File: config.mk
export PLATFORM = sky130hd
export DESIGN_NAME = cdm8_a8
export DESIGN_NICKNAME = d
export VERILOG_FILES = /design/src/rtl/cdm_pkg.sv /design/src/rtl/cdm8_a8_core.sv /design/src/rtl/cdm8_a8.sv
export SDC_FILE = /design/constraint.sdc
export NUM_CORES = 1
export LEC_CHECK = 0
export ABC_CLOCK_PERIOD_IN_PS = 800
export BUFFER_PORTS_ARGS = -buffer_cell sky130_fd_sc_hd__buf_2
export CAP_MARGIN = 20
export CORE_ASPECT_RATIO = 0.8
export CORE_MARGIN = 2
export CORE_UTILIZATION = 50
export CTS_BUF_LIST = sky130_fd_sc_hd__clkbuf_16
export DETAILED_ROUTE_END_ITERATION = 8
export GPL_ROUTABILITY_DRIVEN = 0
export GPL_TIMING_DRIVEN = 0
export PLACE_DENSITY = 0.78
export SLEW_MARGIN = 10
export SYNTH_ARGS = -nofsm -noshare
export SYNTH_HDL_FRONTEND = slang
export SYNTH_HIERARCHICAL = 1
export SYNTH_SLANG_ARGS = --single-unit
File: constraint.sdc
create_clock -name clk -period 0.8 [get_ports clk]
set_input_delay 0.16 -clock clk [delete_from_list [all_inputs] [get_ports clk]]
set_output_delay 0.16 -clock clk [all_outputs]
set_load 0.02 [all_outputs]
File: src/rtl/cdm_pkg.sv
// Shared constants for the carry-disregard approximate multiplier family.
package cdm_pkg;

    localparam int OPW         = 8;
    localparam int PW          = 16;
    localparam int APPROX_COLS = 8;

    // Selects the product columns that are summed exactly.
    localparam logic [PW-1:0] HI_MASK = {{(PW-APPROX_COLS){1'b1}}, {APPROX_COLS{1'b0}}};

endpackage

File: src/rtl/cdm8_a8_core.sv
// Combinational core: OR-reduced lower columns, exactly summed upper columns.
module cdm8_a8_core
    import cdm_pkg::*;
(
    input  logic [OPW-1:0] a_i,
    input  logic [OPW-1:0] b_i,
    output logic [PW-1:0]  r_o
);

    logic [PW-1:0]          row;
    logic [APPROX_COLS-1:0] lo_or;
    logic [PW-1:0]          hi_sum;

    // Each row is one shifted partial-product word.
    // OR-ing the low bits of all rows gives the per-column OR.
    // Summing the masked high bits gives the exact upper region.
    always_comb begin
        row    = '0;
        lo_or  = '0;
        hi_sum = '0;
        for (int i = 0; i < OPW; i++) begin
            row    = PW'(b_i & {OPW{a_i[i]}}) << i;
            lo_or  = lo_or | row[APPROX_COLS-1:0];
            hi_sum = hi_sum + (row & HI_MASK);
        end
    end

    // The upper-region sum never exceeds 63232, so no carry out of bit 15 exists.
    assign r_o = {hi_sum[PW-1:APPROX_COLS], lo_or};

endmodule

File: src/rtl/cdm8_a8.sv
// 8x8 unsigned carry-disregard approximate multiplier, variant a8, registered output.
module cdm8_a8
    import cdm_pkg::*;
(
    input  logic           clk,
    input  logic           rst_n,
    input  logic [OPW-1:0] A,
    input  logic [OPW-1:0] B,
    output logic [PW-1:0]  R
);

    logic [PW-1:0] r_d;
    logic [PW-1:0] r_q;

    cdm8_a8_core u_core (
        .a_i (A),
        .b_i (B),
        .r_o (r_d)
    );

    always_ff @(posedge clk or negedge rst_n) begin
        if (!rst_n) begin
            r_q <= '0;
        end else begin
            r_q <= r_d;
        end
    end

    assign R = r_q;

endmodule

==> impl_metrics.csv <==
group,metric,value,unit
yosys,synth-main-ff-cell,"sky130_fd_sc_hd__dfrtp_1",
sta,period_share,407,%
yosys,top_cell_types_by_occurrence_after_synthesis,"22 x sky130_fd_sc_hd__inv_1, 18 x sky130_fd_sc_hd__nand2_1, 16 x sky130_fd_sc_hd__dfrtp_1",
floorplanning,floorplan.initialDensity,52.4,%
cts,path_clk_slew,0.05,ns
detailed_routing,firstDrtPassIters,5,
yosys,synth_edf_count,0,
layout,final-instance-count-excl-fill,223,
power_and_ir_drop,power_frac_clock,20.7,%
layout,post_route_cells_drive_above_1_share,37.3,%
floorplanning,core.rowCount,17,
sta,period_needed,3.26,ns
min_path,min_from,"A[3]",
global_route,antenna_found_initial,0,
floorplanning,num_io_pins,34,
global_route,globalRouteTotalUtil,21.5,%
floorplanning,fp.dieW,64.2,um
yosys,ys_async_sr_fraction,100,%
global_route,grt_start_max_net_pins,17,
setup_path,setup.worst_path.class,"input pin to flop",
cts,numClockSinks,16,
place,post-place-cells,213,
place,numPortBuffers,29,
min_path,hold_path_end,"R[4]",
global_route,first_global_vias,1201,
yosys,ys_ff_latch,16,
yosys,yosys_warnings,6,
power_and_ir_drop,static_leakage_power,0.000996,uW
sta,fmax,307,MHz
cts,number_of_buffers_created_by_cts,3,
setup_path,crit_slowest_cell,"sky130_fd_sc_hd__or4_1",
setup_path,timing.critical_path.to_type,"flop",
detailed_routing,dr_total_vias,1241,
detailed_routing,antenna_left,0,
flow_run,cap_violations,0,
floorplanning,die_h,52.2,um
power_and_ir_drop,worst_vdd_rail_ir_drop,0.00105,V
global_route,grt_first_pass_wirelength,5420,um
setup_path,critical-path-max-stage-delay,0.49,ns
yosys,synth.yosys.seq_area_share,27.6,%
min_path,timing.hold.worst_path_depth,3,
floorplanning,core_area,2770,sq um
cts,tritoncts,"yes",
sta,timing_hold_violations_final,0,
place,place.detailed.hpwl,2430,um
run_status,run_status,"finished with violations",
cts,h-tree-depth,1,
setup_path,timing.critical_path.fanout_max,4,
power_and_ir_drop,cellInternalPower,2940,uW
setup_path,crit_required,0.96,ns
run_status,failed_checks,"setup timing",
power_and_ir_drop,combinational_power_share,54.7,%
yosys,synthCells,146,
layout,final_nets,235,
layout,fillers,173,
yosys,synth.distinct_cells,26,
sta,fin_setup_tns,-17.22,ns
setup_path,crit_chain,"buf_12, and2_4, fa_2, ha_4, inv_2, fa_1, inv_1, fa_1, inv_1, fa_1, inv_2, fa_2, a211oi_2, or4_1, o2111ai_2",
yosys,yosysMostFrequentCell,"sky130_fd_sc_hd__inv_1",
sta,maxSlewHeadroom,71.2,%
detailed_routing,final_routed_wirelength_across_all_metal_layers,3420,um
yosys,synthDominantAreaCellType,"sky130_fd_sc_hd__dfrtp_1",
yosys,synth_top_cells_by_area,"sky130_fd_sc_hd__dfrtp_1 28%, sky130_fd_sc_hd__fa_1 21%, sky130_fd_sc_hd__ha_1 13%",
sta,final_critical_path_setup_slack,-2.46,ns
sta,timing_worst_slew_pin_value,0.432,ns
layout,area_growth_syn_to_layout,44.8,%
yosys,synthesis.area,1450,sq um
yosys,synth_top_area_share,27.6,%
yosys,synthesized_net_count,194,
global_route,global_route.overflow_total,0,
detailed_routing,dr_vias_cell,5.57,
setup_path,crit_path_dat,3.42,ns
sta,report.final.setup_viol,25,
cts,clk_path_buf_depth,2,
power_and_ir_drop,netSwitchingFraction,35.3,%
setup_path,crit_top_cell,"sky130_fd_sc_hd__fa_1",
detailed_routing,first_iter_violations,130,
floorplanning,dieArea,3350,sq um
cts,cts.root.buffer_cell,"sky130_fd_sc_hd__clkbuf_16",
sta,final-max-slew-violation-count,0,
layout,largest_register_ff_count,16,
layout,antenna-diode-count,0,
power_and_ir_drop,power_density,2160,nW/um^2
power_and_ir_drop,seq_power_share,24.6,%
power_and_ir_drop,power_switching,1600,uW
detailed_routing,routed_wire_length_per_instance,15.3,um
sta,unrepaired_setup_endpoints_after_global_routing,"yes",
min_path,hold_path_class,"input pin to flop",
detailed_routing,remaining_drc_errors,0,
yosys,syn-mean-instance-area,9.93,sq um
setup_path,worst_setup_start_kind,"input pin",
per-layer routing:
layer | GRT usage [%] | vias up | wire length, um | part of all wire (%)
met5 | 0 | - | 0 | 0
met3 | 1.72 | 6 | 192 | 5.6
met2 | 34.9 | 56 | 1660 | 49
met1 | 29.2 | 598 | 1490 | 44
li1 | - | 581 | - | -
met4 | 11.3 | 0 | 69 | 2.0
layout by cell type (no fill, tap or decap), drive strengths merged, types with 3 or more instances in the layout:
master and n:
clkbuf 7, buf 35, nand2 18, inv 22
a22oi 12, o21ai 4, a222oi 3, dfrtp 16
ha 15, and2 14, fa 15, nor3b 3
final cells by class:
class | count | area (sq um) | area share (%)
Multi-Input combinational cell | 104 | 1090 | 51.7
Sequential cell | 16 | 400 | 19.1
Timing Repair Buffer | 36 | 354 | 16.9
Inverter | 22 | 82.6 | 3.93
Clock buffer | 3 | 75.1 | 3.58
Buffer | 4 | 53.8 | 2.56
Tap cell | 38 | 47.5 | 2.26
timing repair:
item	4_1_cts	5_1_grt
pin swaps	14	11
gates resized for setup	57	10
buffers inserted	2	4
endpoints found under the setup margin	24	25
endpoints found under the hold margin	16	0
hold buffers	1	0
logic make-up (layout without fill, tap and decap cells):
family | after synthesis | after routing | synth area share [%]
DFF | 16 | 16 | 27.6
AOI/OAI and AO/OA | 29 | 29 | 14.6
buffers and inverters | 26 | 65 | 6.73
and+or+nand+nor | 42 | 42 | 15.6
adders and majority gates | 30 | 30 | 33.6
xor gates and xnor gates | 3 | 3 | 1.81
worst max-delay path by stage:
stage                     start  endpoint  slack, ns
after global placement     A[2]     R[14]      -2.76
after global routing       B[7]     R[15]      -2.56
after floorplan            A[1]     R[15]      -2.55
final                      B[7]     R[15]      -2.46
after detailed placement   A[2]     R[14]      -2.81
after CTS                  A[1]     R[15]      -2.49
critical path: cells and delay by family:
kind | cells | cell delay, ns
and+or+nand+nor | 2 | 0.64
adders and majority gates | 6 | 2.03
buffers and inverters | 5 | 0.40
AOI/OAI and AO/OA | 2 | 0.17
power by group through the flow:
stage          logic (uW)  registers (uW)  clock network [uW]
2_1_floorplan        1120            1360                   0
3_3_place_gp         1860            1070                   0
3_5_place_dp         1940            1070                   0
4_1_cts              2400            1120                 950
5_1_grt              2710            1130                1000
6_report             2480            1120                 941
metrics by stage:
step	worst slack [ns]	hold slack (ns)	total power (uW)	utilization [%]	area, sq um
5_1_grt	-2.56	0.189	4840	75.9	2100
3_3_place_gp	-2.76	0.0710	2930	62.5	1730
3_5_place_dp	-2.81	0.0807	3010	62.5	1730
4_1_cts	-2.49	0.178	4460	74.0	2050
2_1_floorplan	-2.55	-0.136	2470	-	1540
6_report	-2.46	0.181	4540	75.9	2100
(Power assumes the default switching activity.)
